<file path="src/rtl/center_sched.sv">
// center_sched: round-robin scheduler sharing one polygon centroid/area
// engine between NUM_REQ cluster units, with bad-count and hang detection.
//
// Ports:
//   Sched_clk, Sched_rst      clock, synchronous active-high reset
//   req, req_qty              per-unit job request (level) and vertex count
//   pt_valid, pt_x, pt_y      per-unit vertex streams
//   pt_ready                  per-unit vertex accept (granted bit only)
//   gnt                       one-hot grant, held for the whole job
//   eng_start, eng_qty        job start pulse and vertex count to engine
//   eng_valid, eng_x, eng_y   vertex stream to engine
//   eng_ready                 engine accepts vertex
//   eng_done, eng_area/cx/cy  engine result pulse and data
//   res_valid, res_err        result pulse and error flag
//   res_id, res_area/cx/cy    result tag and data
module center_sched #(
    parameter int NUM_REQ = 4,
    parameter int ID_W    = 2,
    parameter int MAX_PTS = 9,
    parameter int TIMEOUT = 1023
) (
    input  logic                   Sched_clk,
    input  logic                   Sched_rst,
    input  logic [NUM_REQ-1:0]     req,
    input  logic [NUM_REQ*7-1:0]   req_qty,
    input  logic [NUM_REQ-1:0]     pt_valid,
    input  logic [NUM_REQ*9-1:0]   pt_x,
    input  logic [NUM_REQ*9-1:0]   pt_y,
    output logic [NUM_REQ-1:0]     pt_ready,
    output logic [NUM_REQ-1:0]     gnt,
    output logic                   eng_start,
    output logic [6:0]             eng_qty,
    output logic                   eng_valid,
    output logic [8:0]             eng_x,
    output logic [8:0]             eng_y,
    input  logic                   eng_ready,
    input  logic                   eng_done,
    input  logic [31:0]            eng_area,
    input  logic [8:0]             eng_cx,
    input  logic [8:0]             eng_cy,
    output logic                   res_valid,
    output logic                   res_err,
    output logic [ID_W-1:0]        res_id,
    output logic [31:0]            res_area,
    output logic [8:0]             res_cx,
    output logic [8:0]             res_cy
);

    localparam int CW = ID_W + 1;

    typedef enum logic [2:0] {
        S_IDLE,
        S_START,
        S_FEED,
        S_WAIT,
        S_DONE
    } state_t;

    state_t               state_q, state_d;
    logic [ID_W-1:0]      rr_ptr_q, rr_ptr_d;
    logic [NUM_REQ-1:0]   gnt_q, gnt_d;
    logic [ID_W-1:0]      cur_id_q, cur_id_d;
    logic [6:0]           qty_q, qty_d;
    logic [6:0]           pt_cnt_q, pt_cnt_d;
    logic [9:0]           wd_cnt_q, wd_cnt_d;
    logic                 res_valid_q, res_valid_d;
    logic                 res_err_q, res_err_d;
    logic [ID_W-1:0]      res_id_q, res_id_d;
    logic [31:0]          res_area_q, res_area_d;
    logic [8:0]           res_cx_q, res_cx_d;
    logic [8:0]           res_cy_q, res_cy_d;

    logic                 pick_vld;
    logic [ID_W-1:0]      pick_id;
    logic [6:0]           pick_qty;
    logic                 qty_bad;
    logic [CW-1:0]        cand;

    logic                 sel_valid;
    logic [8:0]           sel_x;
    logic [8:0]           sel_y;
    logic                 xfer;

    // Rotating priority search: first set req bit at or above rr_ptr,
    // wrapping at NUM_REQ (which need not be a power of two).
    always_comb begin
        pick_vld = 1'b0;
        pick_id  = '0;
        cand     = '0;
        for (int k = 0; k < NUM_REQ; k++) begin
            cand = {1'b0, rr_ptr_q} + CW'(k);
            if (cand >= CW'(NUM_REQ)) begin
                cand = cand - CW'(NUM_REQ);
            end
            if (!pick_vld && req[cand[ID_W-1:0]]) begin
                pick_vld = 1'b1;
                pick_id  = cand[ID_W-1:0];
            end
        end
    end

    always_comb begin
        pick_qty = '0;
        for (int i = 0; i < NUM_REQ; i++) begin
            if (pick_id == ID_W'(i)) begin
                pick_qty = req_qty[7*i +: 7];
            end
        end
    end

    assign qty_bad = (pick_qty == 7'd0) || (pick_qty > 7'(MAX_PTS));

    // Granted-slice mux; gnt_q is one-hot or zero.
    always_comb begin
        sel_valid = 1'b0;
        sel_x     = '0;
        sel_y     = '0;
        for (int i = 0; i < NUM_REQ; i++) begin
            if (gnt_q[i]) begin
                sel_valid = pt_valid[i];
                sel_x     = pt_x[9*i +: 9];
                sel_y     = pt_y[9*i +: 9];
            end
        end
    end

    // State register
    always_ff @(posedge Sched_clk) begin
        if (Sched_rst) begin
            state_q     <= S_IDLE;
            rr_ptr_q    <= '0;
            gnt_q       <= '0;
            cur_id_q    <= '0;
            qty_q       <= '0;
            pt_cnt_q    <= '0;
            wd_cnt_q    <= '0;
            res_valid_q <= 1'b0;
            res_err_q   <= 1'b0;
            res_id_q    <= '0;
            res_area_q  <= '0;
            res_cx_q    <= '0;
            res_cy_q    <= '0;
        end else begin
            state_q     <= state_d;
            rr_ptr_q    <= rr_ptr_d;
            gnt_q       <= gnt_d;
            cur_id_q    <= cur_id_d;
            qty_q       <= qty_d;
            pt_cnt_q    <= pt_cnt_d;
            wd_cnt_q    <= wd_cnt_d;
            res_valid_q <= res_valid_d;
            res_err_q   <= res_err_d;
            res_id_q    <= res_id_d;
            res_area_q  <= res_area_d;
            res_cx_q    <= res_cx_d;
            res_cy_q    <= res_cy_d;
        end
    end

    // Next-state logic
    always_comb begin
        state_d     = state_q;
        rr_ptr_d    = rr_ptr_q;
        gnt_d       = gnt_q;
        cur_id_d    = cur_id_q;
        qty_d       = qty_q;
        pt_cnt_d    = pt_cnt_q;
        wd_cnt_d    = wd_cnt_q;
        res_valid_d = 1'b0;
        res_err_d   = res_err_q;
        res_id_d    = res_id_q;
        res_area_d  = res_area_q;
        res_cx_d    = res_cx_q;
        res_cy_d    = res_cy_q;
        unique case (state_q)
            S_IDLE: begin
                if (pick_vld) begin
                    gnt_d    = NUM_REQ'(1) << pick_id;
                    cur_id_d = pick_id;
                    qty_d    = pick_qty;
                    if (qty_bad) begin
                        state_d     = S_DONE;
                        res_valid_d = 1'b1;
                        res_err_d   = 1'b1;
                        res_id_d    = pick_id;
                        res_area_d  = '0;
                        res_cx_d    = '0;
                        res_cy_d    = '0;
                    end else begin
                        state_d = S_START;
                    end
                end
            end
            S_START: begin
                pt_cnt_d = '0;
                state_d  = S_FEED;
            end
            S_FEED: begin
                if (xfer) begin
                    pt_cnt_d = pt_cnt_q + 7'd1;
                    if (pt_cnt_q == qty_q - 7'd1) begin
                        wd_cnt_d = '0;
                        state_d  = S_WAIT;
                    end
                end
            end
            S_WAIT: begin
                // A result arriving on the last watchdog cycle still wins.
                if (eng_done) begin
                    state_d     = S_DONE;
                    res_valid_d = 1'b1;
                    res_err_d   = 1'b0;
                    res_id_d    = cur_id_q;
                    res_area_d  = eng_area;
                    res_cx_d    = eng_cx;
                    res_cy_d    = eng_cy;
                end else if (wd_cnt_q == 10'(TIMEOUT)) begin
                    state_d     = S_DONE;
                    res_valid_d = 1'b1;
                    res_err_d   = 1'b1;
                    res_id_d    = cur_id_q;
                    res_area_d  = '0;
                    res_cx_d    = '0;
                    res_cy_d    = '0;
                end else begin
                    wd_cnt_d = wd_cnt_q + 10'd1;
                end
            end
            S_DONE: begin
                gnt_d    = '0;
                rr_ptr_d = (cur_id_q == ID_W'(NUM_REQ - 1)) ?
                           '0 : cur_id_q + 1'b1;
                state_d  = S_IDLE;
            end
            default: begin
                state_d = S_IDLE;
                gnt_d   = '0;
            end
        endcase
    end

    // Output decode
    always_comb begin
        eng_start = (state_q == S_START);
        eng_valid = 1'b0;
        eng_x     = '0;
        eng_y     = '0;
        pt_ready  = '0;
        if (state_q == S_FEED) begin
            eng_valid = sel_valid;
            eng_x     = sel_x;
            eng_y     = sel_y;
            pt_ready  = eng_ready ? gnt_q : '0;
        end
    end

    assign xfer      = eng_valid && eng_ready;
    assign gnt       = gnt_q;
    assign eng_qty   = qty_q;
    assign res_valid = res_valid_q;
    assign res_err   = res_err_q;
    assign res_id    = res_id_q;
    assign res_area  = res_area_q;
    assign res_cx    = res_cx_q;
    assign res_cy    = res_cy_q;

endmodule

</file>
<file path="config.mk">
export PLATFORM = sky130hd
export DESIGN_NAME = center_sched
export DESIGN_NICKNAME = d
export VERILOG_FILES = /design/src/rtl/center_sched.sv
export SDC_FILE = /design/constraint.sdc
export NUM_CORES = 1
export LEC_CHECK = 0
export ABC_AREA = 1
export CAP_MARGIN = 20
export CELL_PAD_IN_SITES_DETAIL_PLACEMENT = 0
export CELL_PAD_IN_SITES_GLOBAL_PLACEMENT = 1
export CORE_MARGIN = 1
export CORE_UTILIZATION = 29
export CTS_CLUSTER_DIAMETER = 80
export CTS_CLUSTER_SIZE = 10
export DETAILED_ROUTE_END_ITERATION = 6
export GPL_TIMING_DRIVEN = 0
export PLACE_DENSITY = 0.85
export SLEW_MARGIN = 10
export SYNTH_ARGS = -nofsm -noshare
export SYNTH_HDL_FRONTEND = slang
export SYNTH_SLANG_ARGS = --single-unit
</file>
<file path="constraint.sdc">
create_clock -name Sched_clk -period 6.4 [get_ports Sched_clk]
set_input_delay 1.6 -clock Sched_clk [delete_from_list [all_inputs] [get_ports Sched_clk]]
set_output_delay 1.6 -clock Sched_clk [all_outputs]
set_load 0.05 [all_outputs]
</file>
==> results of run 1 <==
==> worst paths after layout <==
path	endpoint	slack [ns]	depth (start not counted)
worst max-delay path	eng_valid	1.27	6
worst min-delay path	res_area[15]$_SDFFE_PP0P_	0.46	2
worst max register to register	wd_cnt_q[3]$_SDFFE_PP0P_	3.24	12
worst min register to register	res_area[15]$_SDFFE_PP0P_	0.46	2
==> cell families (layout without fill, tap and decap cells) <==
family,after synthesis,in the layout,share of synthesized area
flip-flops,89,89,0.3626
AO/OA/AOI/OAI,206,206,0.2223
AND/OR/NAND/NOR,336,336,0.3023
XOR/XNOR,8,8,0.01426
adder cells (fa/ha/maj),4,4,0.01019
buffers and inverters,99,365,0.08836
==> power by group <==
| part | switching (uW) | internal (uW) | total, uW |
|---|---|---|---|
| Clock | 236 | 309 | 545 |
| Combinational | 1220 | 663 | 1880 |
| Sequential | 59.6 | 615 | 675 |
| Total | 1510 | 1590 | 3100 |
==> per-stage QoR <==
| step | hold WS [ns] | cell area (um^2) | std cells | worst slack (ns) |
|---|---|---|---|---|
| after floorplan | 0.4414 | 4913 | 742 | 2.079 |
| after global placement | 0.4456 | 7691 | 1212 | 1.223 |
| after detailed placement | 0.4498 | 7691 | 1212 | 1.212 |
| after CTS | 0.4594 | 7995 | 1228 | 1.201 |
| after global routing | 0.4776 | 7995 | 1228 | 1.136 |
| final | 0.4584 | 7995 | 1228 | 1.269 |
==> sequential cells by signal (all words and copies together) (netlist names) <==
| name | flops |
|---|---|
| cur_id_q | 2 |
| eng_qty | 7 |
| gnt | 4 |
| pt_cnt_q | 7 |
| res_area | 32 |
| res_cx | 9 |
| res_cy | 9 |
| res_err | 1 |
| res_id | 2 |
| res_valid | 1 |
| rr_ptr_q | 2 |
| state_q | 3 |
| wd_cnt_q | 10 |
==> cell usage after synthesis (3+ instances only) <==
| cell | count | area [um^2] |
|---|---|---|
| a21oi_1 | 109 | 545.5 |
| a21oi_2 | 10 | 87.58 |
| buf_6 | 3 | 33.78 |
| buf_8 | 3 | 45.04 |
| clkbuf_1 | 28 | 105.1 |
| dfxtp_1 | 89 | 1782 |
| ha_1 | 4 | 50.05 |
| inv_1 | 55 | 206.5 |
| inv_2 | 6 | 22.52 |
| nand2_1 | 200 | 750.7 |
| nand2_2 | 13 | 81.33 |
| nand3_1 | 31 | 155.2 |
| nand3_2 | 3 | 30.03 |
| nand4_1 | 8 | 50.05 |
| nor2_1 | 56 | 210.2 |
| nor2_4 | 3 | 33.78 |
| nor3_1 | 12 | 60.06 |
| o21ai_0 | 78 | 390.4 |
| xor2_1 | 8 | 70.07 |
==> per-layer routing <==
layer  wire (um)  GRT usage
met5           0          0
met4         385    0.07752
met3        1775    0.07382
met2        8188     0.3530
met1        7342     0.2235
==> layout make-up <==
| type | instances | area [um^2] |
|---|---|---|
| Fill cell | 1707 | 8588 |
| Multi-Input combinational cell | 554 | 2698 |
| Timing Repair Buffer | 250 | 2502 |
| Sequential cell | 89 | 1782 |
| Tap cell | 220 | 275.3 |
| Inverter | 64 | 242.7 |
| Clock buffer | 10 | 229.0 |
| Buffer | 35 | 191.4 |
| Clock inverter | 6 | 75.07 |
==> worst max-delay path, cell delays in order <==
cell	delay, ns
clkdlybuf4s50_1	0.46
nand2_1	0.05
o21ai_0	0.15
o21ai_0	0.11
a21oi_1	0.28
clkdlybuf4s50_1	0.88
==> results.cfg, run 1 <==
[global_route]
grt_pass1_wl_um = 28200
grt-ovfl-total = 0
grt_max_degree = 17
antenna_found_initial = 0
grt.total_usage = 0.2025
grt_pass1_vias = 5582

[power]
leakagePower_uw = 0.002962
power_density_mw_per_mm2 = 387.6
vdd_drop_max_mv = 0.2362
p_total_uw = 3099

[route]
drt_pass1_iterations = 5
drt_iter0_markers = 218
vias = 5734
postRouteAntennaNets = 0
post_drt_wl_per_cell_um = 14.41
viasPerCell = 4.669
drc = 0
wl_um = 17690

[placement]
gp_congestion = 0.8757
dp_hpwl_um = 13810
port_buffers = 250

[timing]
clock.fmax_mhz = 194.9
slew-limit-headroom = 0.5077
drv_slew = 0
tightestPinTransition_ns = 0.7308
final.min_clock_period_ns = 5.131
fin_tns_setup_ns = 0
fin_skew_ns = 0.01184
hold_violations = 0
finalCritPeriodShare = 0.8018
setup_violations = 0
grt_setup_unrepaired = no

[layout]
layout_common_cells = clkdlybuf4s50_1 (250), nand2_1 (200), a21oi_1 (109)
layout.nets = 1169
diodes = 0
syn2layout_area_growth_pct = 62.72
final_common_cell = clkdlybuf4s50_1
drive_gt1_frac = 0.06548
post-route-util = 0.4821

[synthesis]
synth_flop_cell = dfxtp_1
synthArstFlopShare = 0
syn_avg_cell_area_um2 = 6.622
ys_seq_area_frac = 0.3626
ys_seq_elements = 89
synth_nets = 908
ys_warn_count = 0
yosysUniqueCellTypes = 38
syn-cell-area_mm2 = 0.004913
synth_edf_count = 0
synth_cells = 742

[clock_tree]
cts_num_sinks = 89
cts_setup_buffers = 0
cts_buffer_depth = 2
clk_latency_ns = 0.34
cts.htree.levels = 3
clk_pin_slew_ns = 0.07
cts-root-buf = clkbuf_16
cts_hold_buf = 0
cts_tree = built
cts_inserted_buffers = 9
ctsResizeCount = 0

[critical_path]
crit_arrival_ns = 3.53
endpoint_kind = output pin
critPathKind = in2out
crit_start = pt_valid[0]
critPathRequiredTime_ns = 4.80
cp_max_fo = 2
r2r-start = eng_qty[0]$_SDFFE_PP0P_
startpoint_type = input port

[run_status]
status = completed

[worst_hold_path]
hp-start = res_area[15]$_SDFFE_PP0P_
worstHoldPathType = reg2reg

[die]
dieArea_mm2 = 0.01747
rows = 47
start_util = 0.2963
die_w_um = 132.2
die_y_um = 132.2
core-area_mm2 = 0.01658
io_pins = 251

[run]
cap_violations = 0
No activity file was read; power rests on OpenSTA's default activity.
==> inputs of run 2 (changes only) <==
- CORE_UTILIZATION: 29 -> 27
- PLACE_DENSITY: 0.85 -> 0.8
- clock period: 6.4 -> 5.1 ns (I/O delays scaled with it)
==> run 2 against run 1 <==
Effect of this change:
- sequential power rose by 26%
- design area did not move
- final cell count increased by 0.41%
- critical path type unchanged
- largest cell class unchanged
- largest power group unchanged
==> results.cfg, run 2 (synthesis results as in run 1) <==
[run_status]
status = completed

[placement]
port_buffers = 250
dp_hpwl_um = 14140
postPlaceCellArea_mm2 = 0.007697
gp_congestion = 0.8173

[global_route]
grt_pass1_vias = 5487
grt.total_usage = 0.1913
grt-ovfl-total = 0
grt_max_degree = 16
antenna_found_initial = 0
grt_pass1_wl_um = 27660

[critical_path]
cp_max_fo = 1
reg2reg_depth = 12
critPathKind = in2out
endpoint_kind = output pin
crit_arrival_ns = 3.26
startpoint_type = input port
critPathRequiredTime_ns = 3.83

[clock_tree]
cts_setup_buffers = 0
cts_inserted_buffers = 9
clk_latency_ns = 0.35
cts.htree.levels = 3
cts_hold_buf = 0
cts_buffer_depth = 2
clk_pin_slew_ns = 0.06
cts_tree = built
cts_num_sinks = 89
cts-root-buf = clkbuf_16
ctsResizeCount = 0

[route]
drt_pass1_iterations = 4
wl_um = 17810
viasPerCell = 4.608
post_drt_wl_per_cell_um = 14.44
drt_iter0_markers = 197
postRouteAntennaNets = 0
vias = 5682
drc = 0

[die]
start_util = 0.2802
core-area_mm2 = 0.01754
rows = 48
io_pins = 251
die_w_um = 136.9
dieArea_mm2 = 0.01874
die_y_um = 136.9

[timing]
tightestPinTransition_ns = 0.7338
hold_violations = 0
drv_slew = 0
setup_violations = 0
fin_tns_setup_ns = 0
slew-limit-headroom = 0.5056
fin_skew_ns = 0.009088
clock.fmax_mhz = 220.5
grt_setup_unrepaired = no
final.min_clock_period_ns = 4.536
finalCritPeriodShare = 0.8893

[layout]
layout_common_cells = clkdlybuf4s50_1 (250), nand2_1 (200), a21oi_1 (109)
syn2layout_area_growth_pct = 62.72
drive_gt1_frac = 0.06448
final_common_cell = clkdlybuf4s50_1
largest_reg_flops = 32
nFillCells = 1860
final_cell_area_mm2 = 0.007995
diodes = 0
layout.nets = 1169

[worst_hold_path]
hold_depth = 2
worstHoldPathType = reg2reg

[power]
power_frac_comb = 0.607
p_sw_uw = 1882
swShare = 0.4862
p_clk_frac = 0.174
pwr-share-seq = 0.219
power_density_mw_per_mm2 = 484.1
leakagePower_uw = 0.002961
internal_power_uw = 1989
vdd_drop_max_mv = 0.2805

[run]
cap_violations = 0
[run 2: final cells by class]
class / count / area, um^2 / share of cell area
Multi-Input combinational cell: 554 / 2698 / 0.3374
Clock buffer: 11 / 232.7 / 0.02911
Buffer: 35 / 191.4 / 0.02394
Timing Repair Buffer: 250 / 2502 / 0.3130
Tap cell: 225 / 281.5 / 0.03521
Clock inverter: 5 / 65.06 / 0.008138
Inverter: 64 / 242.7 / 0.03036
Sequential cell: 89 / 1782 / 0.2228
[run 2: path summary, 6_finish.rpt]
kind	startpoint	endpoint	slack, ns
setup / recovery	pt_x[7]	eng_x[7]	0.56
hold / removal	res_area[17]$_SDFFE_PP0P_	res_area[17]$_SDFFE_PP0P_	0.46
setup reg to reg	eng_qty[0]$_SDFFE_PP0P_	wd_cnt_q[3]$_SDFFE_PP0P_	2.00
hold reg to reg	res_area[17]$_SDFFE_PP0P_	res_area[17]$_SDFFE_PP0P_	0.46
[run 2: power groups by stage]
stage	Combinational (uW)	Sequential (uW)	Clock [uW]
6_report	2350	848	672
5_1_grt	2610	863	726
4_1_cts	2380	852	694
3_5_place_dp	2370	867	0
3_3_place_gp	2370	865	0
2_1_floorplan	1550	985	0
[run 2: critical path: stages]
cell and delay [ns]:
clkdlybuf4s50_1 0.49, a21oi_1 0.07, o21ai_0 0.22, o21ai_0 0.12, a21oi_1 0.24, clkdlybuf4s50_1 0.85
[run 2: per-layer routing]
metal	share of wire	wire length, um	global-route usage	vias up
met3	0.11	2036	0.07444	15
li1	-	-	-	2973
met5	0	0	0	-
met1	0.41	7329	0.2129	2478
met2	0.46	8204	0.3350	216
met4	0.013	236	0.05678	0
[run 2: per-stage QoR]
stage,power [uW],worst slack [ns],utilization,std cells,hold slack (ns)
global placement,3237,0.5349,0.4389,1217,0.4460
CTS,3925,0.5399,0.4559,1233,0.4603
detailed placement,3239,0.5383,0.4389,1217,0.4496
global route,4200,0.3796,0.4559,1233,0.4803
floorplan,2535,1.429,-,742,0.4414
finish,3871,0.5645,0.4559,1233,0.4597
==> variant: new RTL, config.mk and constraints of run 2 <==
`NUM_REQ`: 4 -> 8.
--- a/src/rtl/center_sched.sv
+++ b/src/rtl/center_sched.sv
@@ -15,5 +15,5 @@
 //   res_id, res_area/cx/cy    result tag and data
 module center_sched #(
-    parameter int NUM_REQ = 4,
+    parameter int NUM_REQ = 8,
     parameter int ID_W    = 2,
     parameter int MAX_PTS = 9,
Ports: changed (7 resized); port bits go from 251 to 367. No check against the original RTL was run, so the function may have changed too.
==> variant against run 2 <==
  * Fmax is 2.3% lower
  * Area after synthesis did not move
  * Global-route usage down 0.49 points
  * Wire length rose by 0.81%
  * Synthesized cell count shrank 1.3%
  * Worst setup slack lost 0.11 ns
  * Power grew 2.0%
  * Sequential cell count unchanged
  * Combinational power up 2%
  * Die area unchanged
  * Design area up 0.47%
  * Critical endpoint is now eng_x[3]
  * Highest routed layer unchanged
==> variant: results (changes against run 2) <==
run_status:
  outcome: "completed"
placement:
  placed_area_sq_mm: 0.00772  # +0.34%
  gp_congestion: 0.813  # -0.51%
critical_path:
  crit_end: "eng_x[3]"
  r2r-start: "gnt[3]"
  path_max_fanout: 10  # +9
  setup.worst_path.start: "state_q[1]"
  slowest_delay_ns: 0.87  # +0.02 ns
  r2r-end: "wd_cnt_q[6]"
  reg2reg_depth: 13  # +1
layout:
  ff_latch_area_sq_mm: 0.00178  # unchanged
  n_all_buffers: 292  # +2.5%
  multi_input_area_share_pct: 33.9  # +0.15 points
  clkCellAreaFrac_pct: 3.83  # +0.11 points
  inv_count: 53  # -17%
  drive_gt1_share_pct: 7.06  # +0.62 points
  final_cells: 1230  # -0.24%
  seq_share_pct: 22.2  # -0.10 points
  nClkBuffers: 9  # -2
logic_synthesis:
  synthCells: 732  # -1.3%
  yosys-top-cells-area: "dfxtp_1 36%, nand2_1 17%, a21oi_1 8.1%"
  synthXorXnorAreaFrac_pct: 2.14  # +0.71 points
  synth-compound-area-share_pct: 19.5  # -2.8 points
  yosysWarnings: 0  # unchanged
  ys_types: 42  # +11%
global_route:
  grt_pass1_vias: 5282  # -3.7%
  met3_usage_pct: 7.93  # +0.48 points
  grt_first_pass_wirelength_um: 26900  # -2.8%
  grt_max_degree: 18  # +2
  met1_usage_pct: 21.0  # -0.24 points
  use_met2_pct: 31.2  # -2.3 points
timing:
  tightest_slew_ns: 0.791  # +0.0573 ns
  fin_crit_ns: 4.64  # +0.106 ns
  whs_ns: 0.461  # +0.00161 ns
  finalClockSkew_ns: 0.0109  # +0.00179 ns
detailed_routing:
  wl_met3_um: 2250  # +11%
  dr.pass1.iters: 5  # +1
  dr_total_vias: 5629  # -0.93%
cts:
  postCtsSetupBuffers: 0  # unchanged
hold_path:
  worstHoldStart: "res_cx[6]"
pwr:
  peakVddDrop_mv: 0.253  # -9.9%
[variant: changes by cell type after synthesis, sizes merged, moves of 7 or more]
| cell | run 2 | this run |
|---|---|---|
| a21oi | 119 | 90 |
| o21ai | 79 | 40 |
| a22oi | 0 | 13 |
| inv | 62 | 52 |
| a221oi | 0 | 7 |
| nand2 | 215 | 237 |
| buf | 7 | 15 |
[variant: logic make-up after synthesis]
| logic type | count (synthesis) |
|---|---|
| and+or+nand+nor | 367 |
| AOI/OAI and AO/OA | 164 |
| buffers and inverters | 95 |
| DFF | 89 |
| xor gates and xnor gates | 12 |
| adders and majority gates | 4 |
| other | 1 |
[variant: worst min-delay path: stages, from the launching register on]
cell and delay, ns:
dfxtp_1 0.31, nand2_1 0.06, a21oi_1 0.05
[variant: report_power, final]
part           total [mW]  internal (mW)  switching, mW  leakage (nW)
combinational        2.40          0.826           1.57          2.16
clock               0.702          0.390          0.312         0.150
sequential          0.851          0.777         0.0735         0.721
total                3.95           1.99           1.96          3.03
